`src/rtl/wb_port_arbiter.sv`:
```
// Register-file write-port arbiter. Pipeline writeback has priority. MDU results
// queue in a small FIFO and drain into free slots, with a forced stall bounding their wait.
module wb_port_arbiter #(
    parameter int unsigned XLEN         = 32,
    parameter int unsigned DEPTH        = 2,
    parameter int unsigned STARVE_LIMIT = 4
) (
    input  logic            clk,
    input  logic            rst,
    input  logic            pipe_valid,
    input  logic [4:0]      pipe_rd,
    input  logic [XLEN-1:0] pipe_data,
    output logic            pipe_stall,
    input  logic            mdu_valid,
    input  logic [4:0]      mdu_rd,
    input  logic [XLEN-1:0] mdu_data,
    output logic            mdu_ready,
    output logic            rf_we,
    output logic [4:0]      rf_waddr,
    output logic [XLEN-1:0] rf_wdata,
    output logic [31:0]     pending_mask
);

    localparam int unsigned AW = $clog2(DEPTH);
    localparam int unsigned CW = AW + 1;
    localparam int unsigned SW = $clog2(STARVE_LIMIT + 1);

    logic [4:0]      r_rd   [DEPTH];
    logic [XLEN-1:0] r_data [DEPTH];
    logic [DEPTH-1:0] r_vld;
    logic [AW-1:0]   r_wptr;
    logic [AW-1:0]   r_rptr;
    logic [CW-1:0]   r_count;
    logic [SW-1:0]   r_starve;
    logic            r_stall;
    logic            r_we;
    logic [4:0]      r_waddr;
    logic [XLEN-1:0] r_wdata;

    logic w_empty;
    logic w_full;
    logic w_push;
    logic w_pipe_sel;
    logic w_pop;
    logic w_stall_nxt;

    assign w_empty     = (r_count == CW'(0));
    assign w_full      = (r_count == CW'(DEPTH));
    assign mdu_ready   = !rst && !w_full;
    // rd=0 results are accepted but never stored
    assign w_push      = mdu_valid && mdu_ready && (mdu_rd != 5'd0);
    assign w_pipe_sel  = !r_stall && pipe_valid && (pipe_rd != 5'd0);
    assign w_pop       = !w_empty && !w_pipe_sel;
    assign w_stall_nxt = !w_empty && !w_pop && (r_starve == SW'(STARVE_LIMIT - 1));

    assign pipe_stall = r_stall;
    assign rf_we      = r_we;
    assign rf_waddr   = r_waddr;
    assign rf_wdata   = r_wdata;

    // FIFO payload storage; validity is tracked separately so no reset needed
    always_ff @(posedge clk) begin
        if (w_push) begin
            r_rd[r_wptr]   <= mdu_rd;
            r_data[r_wptr] <= mdu_data;
        end
    end

    always_ff @(posedge clk) begin
        if (rst) begin
            r_vld    <= '0;
            r_wptr   <= '0;
            r_rptr   <= '0;
            r_count  <= '0;
            r_starve <= '0;
            r_stall  <= 1'b0;
            r_we     <= 1'b0;
            r_waddr  <= '0;
            r_wdata  <= '0;
        end else begin
            if (w_pop) begin
                r_vld[r_rptr] <= 1'b0;
                r_rptr        <= r_rptr + AW'(1);
            end
            if (w_push) begin
                r_vld[r_wptr] <= 1'b1;
                r_wptr        <= r_wptr + AW'(1);
            end
            r_count <= r_count + CW'(w_push) - CW'(w_pop);

            if (w_empty || w_pop) begin
                r_starve <= '0;
            end else if (r_starve != SW'(STARVE_LIMIT)) begin
                r_starve <= r_starve + SW'(1);
            end
            r_stall <= w_stall_nxt;

            if (w_pop) begin
                r_we    <= 1'b1;
                r_waddr <= r_rd[r_rptr];
                r_wdata <= r_data[r_rptr];
            end else if (w_pipe_sel) begin
                r_we    <= 1'b1;
                r_waddr <= pipe_rd;
                r_wdata <= pipe_data;
            end else begin
                r_we    <= 1'b0;
            end
        end
    end

    // Hazard-unit view: every register still owed a write by a queued MDU result
    always_comb begin
        pending_mask = '0;
        for (int i = 0; i < int'(DEPTH); i++) begin
            if (r_vld[i]) begin
                pending_mask[r_rd[i]] = 1'b1;
            end
        end
    end

endmodule
```
`config.mk`:
```
export PLATFORM = sky130hd
export DESIGN_NAME = wb_port_arbiter
export DESIGN_NICKNAME = d
export VERILOG_FILES = /design/src/rtl/wb_port_arbiter.sv
export SDC_FILE = /design/constraint.sdc
export NUM_CORES = 1
export LEC_CHECK = 0
export ABC_AREA = 1
export BUFFER_PORTS_ARGS = -buffer_cell sky130_fd_sc_hd__clkbuf_2
export CORE_MARGIN = 5
export CORE_UTILIZATION = 59
export CTS_BUF_LIST = sky130_fd_sc_hd__clkbuf_2 sky130_fd_sc_hd__clkbuf_4 sky130_fd_sc_hd__clkbuf_8
export CTS_CLUSTER_DIAMETER = 150
export DETAILED_ROUTE_END_ITERATION = 7
export PLACE_DENSITY = 0.88
export SLEW_MARGIN = 20
export SYNTH_ARGS = -nofsm -noshare
export SYNTH_HDL_FRONTEND = slang
export SYNTH_SLANG_ARGS = --single-unit
export TNS_END_PERCENT = 100
```
`constraint.sdc`:
```
create_clock -name clk -period 3.6 [get_ports clk]
set_clock_uncertainty 0.05 [all_clocks]
set_input_delay 0.54 -clock clk [delete_from_list [all_inputs] [get_ports clk]]
set_output_delay 0.54 -clock clk [all_outputs]
set_load 0.03 [all_outputs]
```
Yosys cells after proc, flatten, opt, wreduce, memory -nomap -nowiden
Memory sizes are Yosys's and may differ from the RTL's. A register that Yosys moved wholly into a read port is not among the register bits. Cells that the tools add are included.

Add/sub/neg operators: 5. Order comparisons: 8. Equal/unequal tests: 3. Multiplexer cells: 25. Bitwise gates (word level): 4. Reductions and logical operators: 24.

Operator list (count): $mux W32 (4); $or A32 B32 Y32 (1); $logic_and A1 B1 Y1 (12); $lt A5 B6 Y1 const B (2); $mux W1 (12); $demux W1 S5 (2); $ge A5 B1 Y1 const B (2); $mux W5 (2); $reduce_bool A5 Y1 (2); $logic_not A1 Y1 (6); $mux W2 (3); $lt A1 B2 Y1 const B (2); $add A3 B1 Y3 const B (1); $eq A3 B2 Y1 const B (1); $ne A3 B3 Y1 const B (1); $add A1 B1 Y1 const B (2); $add A2 B1 Y2 (1); $and A2 B2 Y2 (1); $demux W1 S1 (2); $eq A2 B2 Y1 const B (1); $ge A1 B1 Y1 const B (2); $logic_not A2 Y1 (1); $not A2 Y2 (1); $or A2 B2 Y2 (1); 4 further kinds (4).

Register bits: 48. Memory bits (writable): 74. Bits of input ports: 78. Output and inout bits: 72. Word-level logic and storage cells: 80. Memories kept: 2.

Memory list: r_data (words 2, bits a word 32, rd ports 1, clocked after Yosys merged registers in 1, write ports 1, RTL line 29) `logic [XLEN-1:0] r_data [DEPTH];`; r_rd (words 2, bits a word 5, rd ports 3, clocked after Yosys merged registers in 1, write ports 1, RTL line 28) `logic [4:0] r_rd [DEPTH];`.

Depth between registers and ports, before layout
Gate-level depths: netlist (run 1).

Depth after elaboration: 10. Depth in mapped cells: 12. Mapped depth without buffers: 11.

Worst setup path after synthesis (run 1)
No wires, ideal clock.

Kind: in2reg. Start point: input rst. End point: memory r_data[0][0] (enable). Library setup time: 0.391 ns. Arrival: 1.933 ns. Data required time: 3.159 ns. Setup slack: 1.225 ns. Stages on the path: 4. Buffers on the path: 1. Cell sequence: buf_2 -> nor3b_1 -> nand3_1 -> inv_1.

Word-level cells in the longest chain between the ends: 6.

Ends and longest elaborated chain: start, declared (RTL line 9) `input logic rst,`; $logic_not A1 Y1 (RTL line 49) `assign mdu_ready = !rst && !w_full;`; $logic_and A1 B1 Y1 (RTL line 49); $logic_and A1 B1 Y1 (2 in a row) (RTL line 51) `assign w_push = mdu_valid && mdu_ready && (mdu_rd != 5'd0);`; $mux W1 (RTL line 63) `if (w_push) begin`; $mux W1 (not written as such) (RTL line 65) `r_data[r_wptr] <= mdu_data;`; end, declared (RTL line 29).

No other way between the ends.

==> summary.txt, run 1 <==
Outcome
  • Run status: finished, final reports clean

Hold path
  • HP Start: mdu_data[9]
  • Worst Hold Class: in -> reg
  • Hold-critical path depth: 1

Power
  • Peak VDD IR: 0.0004736 V
  • Overall power: 4.395 mW
  • Leak pwr: 3.167 nW
  • Pwr/cell area: 649.6 nW/um^2

Clocking
  • CTS hold repair buffers: 0
  • CTS tree: yes
  • Clock sinks: 123
  • Clock Path Buffers: 2
  • Cts repair resizes: 0
  • Worst-path clk slew: 80 ps
  • Setup Buffers After CTS: 0
  • Root Buffer: clkbuf_8
  • CTS buffer count: 17
  • Worst skew pair latency: 440 ps
  • H-tree depth: 4

Global routing
  • Number of global-route vias before repair: 4913
  • First-pass GRT wire length: 22.73 mm
  • Grt met1 use: 0.2878
  • Initial antenna violation count: 0
  • GR Layer Usage met3: 0.06442
  • Busiest layer in global routing: met2
  • Total Routing Usage GR: 0.2528
  • GR Overflow Total: 0
  • Met2 Use GR: 0.4379
  • Largest net degree at the start of global routing: 66

Synthesis
  • Adder-Cell Fraction of Synth Area: 0.01131
  • Compound-Gate Fraction of Synth Area: 0.07151
  • Synthesized area per cell: 8.861 sq um
  • Mapped cell area: 5529 sq um
  • Most area-consuming cells after synthesis: edfxtp_1, dfxtp_1, nand2_1
  • Syn nets: 707
  • Largest family of logic cells by synthesized area: simple AND/OR/NAND/NOR gates
  • Post-synth ARST share: 0
  • Synth Area in XOR/XNOR: 0.003168
  • Post-synthesis mux area share: 0.01629
  • Synth unique cells: 28
  • Synth Area in Simple Gates: 0.2415
  • Sequential area share after synthesis: 0.5793
  • Main synth FF type: edfxtp_1
  • YS warnings: 0
  • Cells after Synth: 624
  • Post-synth EDFFs: 74
  • Yosys reg bits: 123
  • Leading area contributor after synthesis: edfxtp_1
  • Yosys top cell area share: 0.4019

Layout
  • Number of fillers in the final layout: 599
  • Synthesis-to-finish area growth: 22.36%
  • Ant. Diodes: 0
  • # nets final: 853
  • Share of cells above drive strength 1: 0.2516

Route
  • DR WL/cell: 15.77 um
  • DRT antenna net count: 0
  • Routed vias: 4953
  • Final WL: 14.10 mm
  • DRT iter0 DRCs: 442
  • DRC errors left: 0
  • Drt via density: 5.540
  • Pre-antenna DRT Iters: 5

Critical path
  • R2R cell count: 10
  • RR Startpoint: r_count[1]$_SDFF_PP0_
  • Crit-path max FO: 8
  • Crit path required time: 3010 ps
  • Critical Path AT: 2120 ps
  • WS Path Type: reg -> out
  • Critical Path Source Type: flip-flop
  • Crit. End Element: primary output
  • Worst Setup SP: r_rd[0][1]$_DFFE_PP_

Timing
  • Period utilization: 0.7518
  • Fmax: 369.5 MHz
  • Max-slew headroom: 0.4064
  • Setup TNS: 0 ps
  • Hold Vio Cnt, Final: 0
  • Final Max Tran Viols: 0
  • Period minus WS final: 2707 ps
  • RSZ-0062 raised after global routing: no
  • Setup-failing EPs final: 0
  • Tightest Pin Transition: 883.5 ps

Die
  • Cell Rows: 35
  • Core box area: 9196 sq um
  • I/O Pins: 150
  • Starting Density: 0.6012
  • Die area: 11410 sq um
  • Die W: 106.8 um
  • Die span in y: 106.8 um

Place
  • Port buffer count: 149
  • Placed wire-length estimate: 9.777 mm
  • Gpl congestion: 0.8867

Flow run
  • Max_cap viols: 0
[routing by layer]
layer / wire length [um] / vias to the layer above
li1: - / 2353
met1: 5342 / 2302
met2: 7190 / 247
met3: 969 / 51
met4: 594 / 0
met5: 0 / -
[worst max-delay path, cell delays in order, from the launching register on]
cell      delay, ps
edfxtp_1        430
nor3_1          730
nand2_1         160
o21ai_0         120
clkbuf_2        230
[layout by cell type, fill, tap and decap left out]
cell	n
nand2_1	195
clkbuf_2	149
nand3_1	83
edfxtp_1	74
inv_1	73
o21ai_0	60
dfxtp_1	48
clkbuf_8	18
nor2_1	9
nor3_1	9
mux2i_1	9
a21oi_1	8
o21ai_1	6
ha_1	5
o22ai_1	4
inv_2	4
clkinvlp_4	4
clkinv_4	4
bufinv_16	4
nor2_4	2
nand2_4	2
buf_4	2
nor3b_1	1
nand3_2	1
nand2_2	1
nor2_8	1
nand2_8	1
xor2_1	1
xnor2_1	1
dfxtp_4	1
clkbuf_4	1
inv_6	1
buf_12	1
[final timing paths]
path,slack [ps],endpoint
worst max-delay path,890,pending_mask[12]
worst min register to register,400,rf_wdata[22]$_SDFFE_PP0P_
worst min-delay path,240,r_data[0][9]$_DFFE_PP_
worst max register to register,1010,r_count[1]$_SDFF_PP0_
[final cells by class]
| cell class | instances | area [sq um] | share of cell area |
|---|---|---|---|
| clock buffers | 19 | 255.2 | 0.03773 |
| clock inverters | 13 | 193.9 | 0.02867 |
| inverters | 77 | 289.0 | 0.04272 |
| multi-input cells | 399 | 1901 | 0.2809 |
| flip-flops and latches | 123 | 3207 | 0.4740 |
| well taps | 111 | 138.9 | 0.02053 |
| repair buffers | 152 | 780.7 | 0.1154 |
[cell families (layout without fill, tap and decap cells)]
logic type / after synthesis / count (layout)
and+or+nand+nor: 305 / 305
DFF: 123 / 123
buffers and inverters: 102 / 261
AOI/OAI and AO/OA: 78 / 78
muxes: 9 / 9
adders and majority gates: 5 / 5
xor gates and xnor gates: 2 / 2
[metrics by stage]
stage	utilization	std cells	area, sq um	worst slack (ps)	hold WS (ps)
2_1_floorplan	-	624	5529	1225	402.8
3_3_place_gp	0.6865	862	6314	1124	388.9
3_5_place_dp	0.6865	862	6314	992.4	390.2
4_1_cts	0.7354	894	6763	928.1	223.5
5_1_grt	0.7356	894	6765	792.9	211.3
6_report	0.7356	894	6765	893.4	235.4
[flip-flops by register name, indices dropped and copies added, names as in the netlist, named ones only]
signal and count:
r_starve 3, rf_wdata 32, pipe_stall 1, rf_we 1
r_data 64, rf_waddr 5, r_wptr 1, r_vld 2
r_rptr 1, r_rd 10, r_count 2
[power by group]
group / internal (mW) / leakage, nW / switching, mW
Sequential: 1.70 / 1.08 / 0.181
Clock: 0.785 / 0.212 / 0.560
Combinational: 0.336 / 1.87 / 0.828
Total: 2.83 / 3.17 / 1.57
[synth_stat cells, types with 2 or more instances]
master,number
nand3_1,83
nand2_4,2
dfxtp_1,49
o22ai_1,4
nor3_1,9
o21ai_0,60
o21ai_1,6
inv_2,4
inv_1,73
buf_6,3
ha_1,5
edfxtp_1,74
a21oi_1,8
nor2_1,9
nand2_1,195
nor2_4,2
buf_2,13
mux2i_1,9
clkbuf_1,7
Note: power is estimated with default switching activity, not from simulation.
==> run 2, diff against run 1 <==
--- a/config.mk
+++ b/config.mk
@@ -8,11 +8,11 @@
 export ABC_AREA = 1
 export BUFFER_PORTS_ARGS = -buffer_cell sky130_fd_sc_hd__clkbuf_2
 export CORE_MARGIN = 5
-export CORE_UTILIZATION = 59
+export CORE_UTILIZATION = 49
 export CTS_BUF_LIST = sky130_fd_sc_hd__clkbuf_2 sky130_fd_sc_hd__clkbuf_4 sky130_fd_sc_hd__clkbuf_8
 export CTS_CLUSTER_DIAMETER = 150
 export DETAILED_ROUTE_END_ITERATION = 7
-export PLACE_DENSITY = 0.88
+export PLACE_DENSITY = 0.78
 export SLEW_MARGIN = 20
 export SYNTH_ARGS = -nofsm -noshare
 export SYNTH_HDL_FRONTEND = slang
==> constraint.sdc (replaced) <==
create_clock -name clk -period 2.4 [get_ports clk]
set_clock_uncertainty 0.05 [all_clocks]
set_input_delay 0.36 -clock clk [delete_from_list [all_inputs] [get_ports clk]]
set_output_delay 0.36 -clock clk [all_outputs]
set_load 0.03 [all_outputs]
==> run 2 against run 1 <==
Core utilization down 11 points; register-to-register slack got worse by 740 ps; sequential power grew 46%; clock-buffer cell count unchanged; design area rose by 1.2%; die area up 18%; power rose by 47%; routed wire length rose by 1.5%; largest cell class unchanged; critical endpoint is now pending_mask[4]; global-route usage down 2.9 points.
==> summary.txt, run 2 (synthesis gave the netlist of run 1 again) <==
Clocking
  • Cts repair resizes: 0 (unchanged)
  • H-tree depth: 4 (unchanged)
  • Root Buffer: clkbuf_8
  • CTS hold repair buffers: 0 (unchanged)
  • CTS tree: yes
  • CTS buffer count: 17 (unchanged)
  • Worst-path clk slew: 70 ps (about the same)
  • Worst skew pair latency: 450 ps (about the same)
  • Clock Path Buffers: 2 (unchanged)
  • Clock sinks: 123 (unchanged)
  • Setup Buffers After CTS: 0 (unchanged)

Route
  • DRC errors left: 0 (unchanged)
  • Pre-antenna DRT Iters: 5 (unchanged)
  • DRT antenna net count: 0 (unchanged)
  • DRT iter0 DRCs: 247 (-44%)
  • Routed vias: 4863 (-1.8%)
  • DR WL/cell: 15.30 um (-2.9%)
  • Drt via density: 5.201 (-6.1%)
  • Final WL: 14.31 mm (+1.5%)

Hold path
  • Worst Hold Class: in -> reg
  • Hold-critical path depth: 1 (unchanged)
  • HP Start: mdu_data[4]
  • Worst Hold End: r_data[0][4]$_DFFE_PP_

Place
  • DP Cell Count: 903 (+4.8%)
  • Gpl congestion: 0.8965 (+1.1%)
  • Port buffer count: 149 (unchanged)
  • DP Area: 6440 sq um (+2.0%)
  • Pre-CTS setup slack: 301.5 ps (-690.9 ps)
  • Placed wire-length estimate: 10.36 mm (+6.0%)

Layout
  • Ant. Diodes: 0 (unchanged)
  • Synthesis-to-finish area growth: 23.81%
  • Max reg flops: 64 (unchanged)
  • Largest Register: r_data
  • # nets final: 865 (+1.4%)
  • Post-Layout Cell Count: 935 (+4.6%)
  • Post-route cell area: 6845 sq um (+1.2%)
  • Core Util, Final: 0.6260 (-0.1097)
  • Share of cells above drive strength 1: 0.2604 (+0.008781)
  • Commonest non-fill, non-tap cells in the layout: nand2_1, clkbuf_2, nand3_1
  • Commonest non-fill, non-tap cell in the layout: nand2_1

Critical path
  • R2R cell count: 9 (-1)
  • Crit-path max FO: 8 (unchanged)
  • Crit. End Element: primary output
  • Crit path required time: 1990 ps (-1020 ps)
  • Worst Setup SP: r_rd[1][0]$_DFFE_PP_
  • Critical Path AT: 1930 ps (-190 ps)
  • Critical Path Source Type: flip-flop
  • R2R Setup Slk: 270 ps (-740 ps)
  • R2R Path End: r_count[1]$_SDFF_PP0_
  • WS Path Type: reg -> out
  • RR Startpoint: r_count[0]$_SDFF_PP0_

Global routing
  • GR Overflow Total: 0 (unchanged)
  • Largest net degree at the start of global routing: 42 (-36%)
  • First-pass GRT wire length: 23.25 mm (+2.3%)
  • Total Routing Usage GR: 0.2234 (-0.02937)
  • Initial antenna violation count: 0 (unchanged)
  • Number of global-route vias before repair: 4799 (-2.3%)

Power
  • Leak pwr: 3.196 nW (+0.91%)
  • P_int: 4.155 mW (+47%)
  • Peak VDD IR: 0.0007830 V (+65%)
  • Combinational power share: 0.289 (+0.024)
  • Sequential share of power: 0.425 (-0.004)
  • NetSw: 2.305 mW (+47%)
  • Switching portion of total power: 0.3568 (about the same)
  • Overall power: 6.460 mW (+47%)
  • Pwr/cell area: 943.6 nW/um^2 (+45%)
  • Clock share of power: 0.286 (-0.020)

Outcome
  • Run status: finished, final reports clean

Timing
  • RSZ-0062 raised after global routing: yes
  • Max-slew headroom: 0.6986 (+0.2922)
  • Setup TNS: 0 ps (unchanged)
  • Final Max Tran Viols: 0 (unchanged)
  • Fmax: 427.4 MHz
  • Period minus WS final: 2340 ps
  • Tightest Pin Transition: 451.4 ps (-432.1 ps)
  • Hold Vio Cnt, Final: 0 (unchanged)
  • Final hold slack: 45.80 ps (-189.6 ps)
  • Period utilization: 0.9750
  • Final worst slack: 60.11 ps (-833.3 ps)
  • Setup-failing EPs final: 0 (unchanged)

Die
  • Die W: 116.2 um (+8.8%)
  • Die area: 13510 sq um (+18%)
  • Core box area: 10940 sq um (+19%)
  • Die span in y: 116.2 um (+8.8%)
  • Starting Density: 0.5056 (-0.09562)
  • Cell Rows: 38 (+8.6%)
  • I/O Pins: 150 (unchanged)

Flow run
  • Max_cap viols: 0 (unchanged)
==> run 2: final cells by class <==
type	count	area [sq um]
tap	140	175.2
timing repair buffer	164	870.8
sequential	123	3204
inverter	77	289.0
clock buffer	19	249.0
fill	934	4090
clock inverter	13	151.4
multi-input combinational	399	1906
==> run 2: worst max path at each step <==
stage | slack, ps | cells past startpoint | end
after floorplan | 210 | 4 | r_data[0][0]$_DFFE_PP_
after global placement | 410 | 9 | r_count[1]$_SDFF_PP0_
after detailed placement | 300 | 9 | r_count[1]$_SDFF_PP0_
after CTS | 80 | 4 | pending_mask[5]
after global routing | -5 | 5 | pending_mask[14]
final | 60 | 4 | pending_mask[4]
==> run 2: power by group through the flow <==
stage	Combinational (mW)	Clock [mW]	Sequential, mW
after global routing	2.07	1.99	2.79
final	1.86	1.85	2.75
after global placement	1.83	0	2.78
after floorplan	1.01	0	3.06
after detailed placement	1.87	0	2.79
after CTS	1.88	1.87	2.75
==> run 2: per-layer routing <==
layer / wire (um) / global-route usage / vias up
met1: 5737 / 0.2677 / 2301
li1: - / - / 2377
met5: 0 / 0 / -
met3: 876 / 0.05285 / 30
met4: 431 / 0.1060 / 0
met2: 7263 / 0.3795 / 155
==> run 2: critical path, stage by stage, from the launching register on <==
cell and delay [ps]:
edfxtp_1 440, inv_1 110, nand3_1 270, o21ai_0 400, clkbuf_2 270
==> run 3, diff against run 2 <==
--- a/config.mk
+++ b/config.mk
@@ -5,14 +5,15 @@
 export SDC_FILE = /design/constraint.sdc
 export NUM_CORES = 1
 export LEC_CHECK = 0
-export ABC_AREA = 1
 export BUFFER_PORTS_ARGS = -buffer_cell sky130_fd_sc_hd__clkbuf_2
+export CELL_PAD_IN_SITES_DETAIL_PLACEMENT = 1
+export CELL_PAD_IN_SITES_GLOBAL_PLACEMENT = 2
 export CORE_MARGIN = 5
-export CORE_UTILIZATION = 49
+export CORE_UTILIZATION = 30
 export CTS_BUF_LIST = sky130_fd_sc_hd__clkbuf_2 sky130_fd_sc_hd__clkbuf_4 sky130_fd_sc_hd__clkbuf_8
 export CTS_CLUSTER_DIAMETER = 150
 export DETAILED_ROUTE_END_ITERATION = 7
-export PLACE_DENSITY = 0.78
+export PLACE_DENSITY = 0.77
 export SLEW_MARGIN = 20
 export SYNTH_ARGS = -nofsm -noshare
 export SYNTH_HDL_FRONTEND = slang
==> run 3 against run 2 <==
Core utilization shrank 23 points; routed wire length grew 1.9%; critical path depth shrank 1; combinational power shrank 10%; global-route usage shrank 7.5 points; worst setup slack gained 22 ps; largest power group unchanged; highest routed layer unchanged.
==> summary.txt, run 3 <==
Critical path
  • Critical Path AT: 1910 ps (-20 ps)
  • RR Startpoint: r_count[0]$_SDFF_PP0_
  • WS Path Type: reg -> out
  • Crit path required time: 1990 ps (about the same)
  • Worst Setup SP: r_rd[1][0]$_DFFE_PP_
  • Crit-path max FO: 8 (unchanged)
  • Crit. End Element: primary output
  • Critical Path Source Type: flip-flop

Hold path
  • Worst Hold Class: in -> reg
  • HP Start: mdu_data[5]

Timing
  • Final hold slack: 67.27 ps (+21.47 ps)
  • Tightest Pin Transition: 670.2 ps (+218.7 ps)
  • Hold Vio Cnt, Final: 0 (unchanged)
  • Max-slew headroom: 0.5522 (-0.1464)
  • Setup-failing EPs final: 0 (unchanged)
  • Period utilization: 0.9656 (-0.009334)
  • Final Max Tran Viols: 0 (unchanged)
  • Fmax: 431.5 MHz (+0.97%)
  • Period minus WS final: 2317 ps (-22.40 ps)

Synthesis
  • Most area-consuming cells after synthesis: edfxtp_1, dfxtp_1, mux2i_1
  • Leading area contributor after synthesis: edfxtp_1
  • Sequential area share after synthesis: 0.6221 (+0.04280)
  • Post-synth EDFFs: 74 (unchanged)
  • Synth unique cells: 33 (+18%)
  • Yosys top cell area share: 0.4316 (+0.02969)
  • Syn nets: 532 (-25%)
  • Mapped cell area: 5149 sq um (-6.9%)
  • Post-synth top cells: nand2_1, edfxtp_1, dfxtp_1
  • Synthesized area per cell: 11.47 sq um (+29%)
  • YS warnings: 0 (unchanged)
  • Top-count cell post-synth: nand2_1
  • Main synth FF type: edfxtp_1
  • Cells after Synth: 449 (-28%)
  • Yosys reg bits: 123 (unchanged)
  • Post-synth ARST share: 0 (unchanged)

Layout
  • Post-route cell area: 6734 sq um (-1.6%)
  • Synthesis-to-finish area growth: 30.79%
  • # nets final: 689 (-20%)
  • Ant. Diodes: 0 (unchanged)
  • Register area: 3204 sq um (unchanged)
  • Multi-input gate area: 1803 sq um (-5.4%)
  • Share of cells above drive strength 1: 0.3473 (+0.08696)
  • Max reg flops: 64 (unchanged)
  • Commonest non-fill, non-tap cell in the layout: clkbuf_2
  • Largest Register: r_data
  • Commonest non-fill, non-tap cells in the layout: clkbuf_2, nand2_1, edfxtp_1
  • Number of fillers in the final layout: 1922 (+110%)

Place
  • Port buffer count: 149 (unchanged)
  • Gpl congestion: 0.8296 (-7.5%)
  • DP Area: 6171 sq um (-4.2%)
  • Placed wire-length estimate: 10.48 mm (+1.1%)

Global routing
  • GR Overflow Total: 0 (unchanged)
  • Initial antenna violation count: 0 (unchanged)
  • First-pass GRT wire length: 23.33 mm (+0.35%)
  • Total Routing Usage GR: 0.1483 (-0.07514)
  • Largest net degree at the start of global routing: 47 (+12%)
  • Number of global-route vias before repair: 4457 (-7.1%)

Route
  • Final WL: 14.58 mm (+1.9%)
  • Routed vias: 4064 (-16%)
  • DR WL/cell: 17.28 um (+13%)
  • DRT antenna net count: 0 (unchanged)
  • Drt via density: 4.815 (-7.4%)
  • Pre-antenna DRT Iters: 4 (-1)
  • DRC errors left: 0 (unchanged)
  • DRT iter0 DRCs: 141 (-43%)

Clocking
  • Worst-path clk slew: 80 ps (about the same)
  • CTS tree: yes
  • Clock sinks: 123 (unchanged)
  • H-tree depth: 4 (unchanged)
  • Worst skew pair latency: 430 ps (-20 ps)
  • Root Buffer: clkbuf_8
  • CTS hold repair buffers: 0 (unchanged)
  • Clock Path Buffers: 2 (unchanged)
  • CTS buffer count: 17 (unchanged)

Power
  • Peak VDD IR: 0.0004223 V (-46%)
  • Pwr/cell area: 933.5 nW/um^2 (-1.1%)
  • Leak pwr: 2.578 nW (-19%)

Die
  • Die span in y: 141.0 um (+21%)
  • Die W: 141.0 um (+21%)
  • Core box area: 17060 sq um (+56%)
  • Die area: 19880 sq um (+47%)
  • Cell Rows: 48 (+26%)
  • I/O Pins: 150 (unchanged)
  • Starting Density: 0.3019 (-0.2037)

Flow run
  • Max_cap viols: 0 (unchanged)

Outcome
  • Run status: finished, final reports clean
-- run 3: critical path, stage by stage (launching register included) --
cell and delay, ps:
edfxtp_1 450, or3_1 570, o22ai_1 220, clkbuf_2 240
-- run 3: kinds of logic after synthesis --
| group | after synthesis | share of synthesized area |
|---|---|---|
| AO/OA/AOI/OAI | 118 | 0.1429 |
| XOR/XNOR | 3 | 0.005104 |
| adder cells (fa/ha/maj) | 5 | 0.01215 |
| buffers and inverters | 40 | 0.03402 |
| flip-flops | 123 | 0.6221 |
| multiplexers | 38 | 0.07388 |
| AND/OR/NAND/NOR | 122 | 0.1098 |
-- run 3: where the power goes --
part	internal, mW	switching (mW)
logic	0.598	1.07
registers	2.49	0.128
clock network	1.15	0.851
-- run 3: cell type report --
type / instances / share of cell area
Sequential cell: 123 / 0.4758
Multi-Input combinational cell: 286 / 0.2677
Timing Repair Buffer: 171 / 0.1457
Tap cell: 225 / 0.04181
Clock buffer: 18 / 0.03586
Clock inverter: 14 / 0.02917
Inverter: 7 / 0.003902
-- run 3: final timing paths --
path | endpoint | slack, ps | depth (start not counted)
max | pending_mask[16] | 80 | 3
min | r_data[1][5]$_DFFE_PP_ | 70 | 1
max reg2reg | r_data[1][6]$_DFFE_PP_ | 330 | 6
min reg2reg | r_starve[1]$_SDFFE_PP0P_ | 450 | 2
-- run 3: routing by layer --
layer / wire length, um / up-vias / track usage
met1: 6295 / 1950 / 0.1784
met2: 7207 / 124 / 0.2533
met5: 0 / - / 0
li1: - / 1983 / -
met3: 980 / 7 / 0.05427
met4: 97 / 0 / 0.03570
-- run 3: through the flow --
step | TNS [ps] | power (mW) | cells | worst slack [ps] | util
floorplan | -65.89 | 3.779 | 449 | -65.89 | -
global placement | 0 | 4.283 | 800 | 79.38 | 0.3618
detailed placement | 0 | 4.338 | 800 | 19.17 | 0.3618
CTS | 0 | 6.366 | 833 | 12.12 | 0.3881
finish | 0 | 6.286 | 844 | 82.51 | 0.3948
global route | -6.430 | 6.660 | 844 | -5.910 | 0.3948
-- run 3: timing repair --
action | in CTS | in global routing
gates cloned | 0 | 0
gates resized for setup | 1 | 3
setup buffers | 1 | 9
setup endpoints to repair | 2 | 12
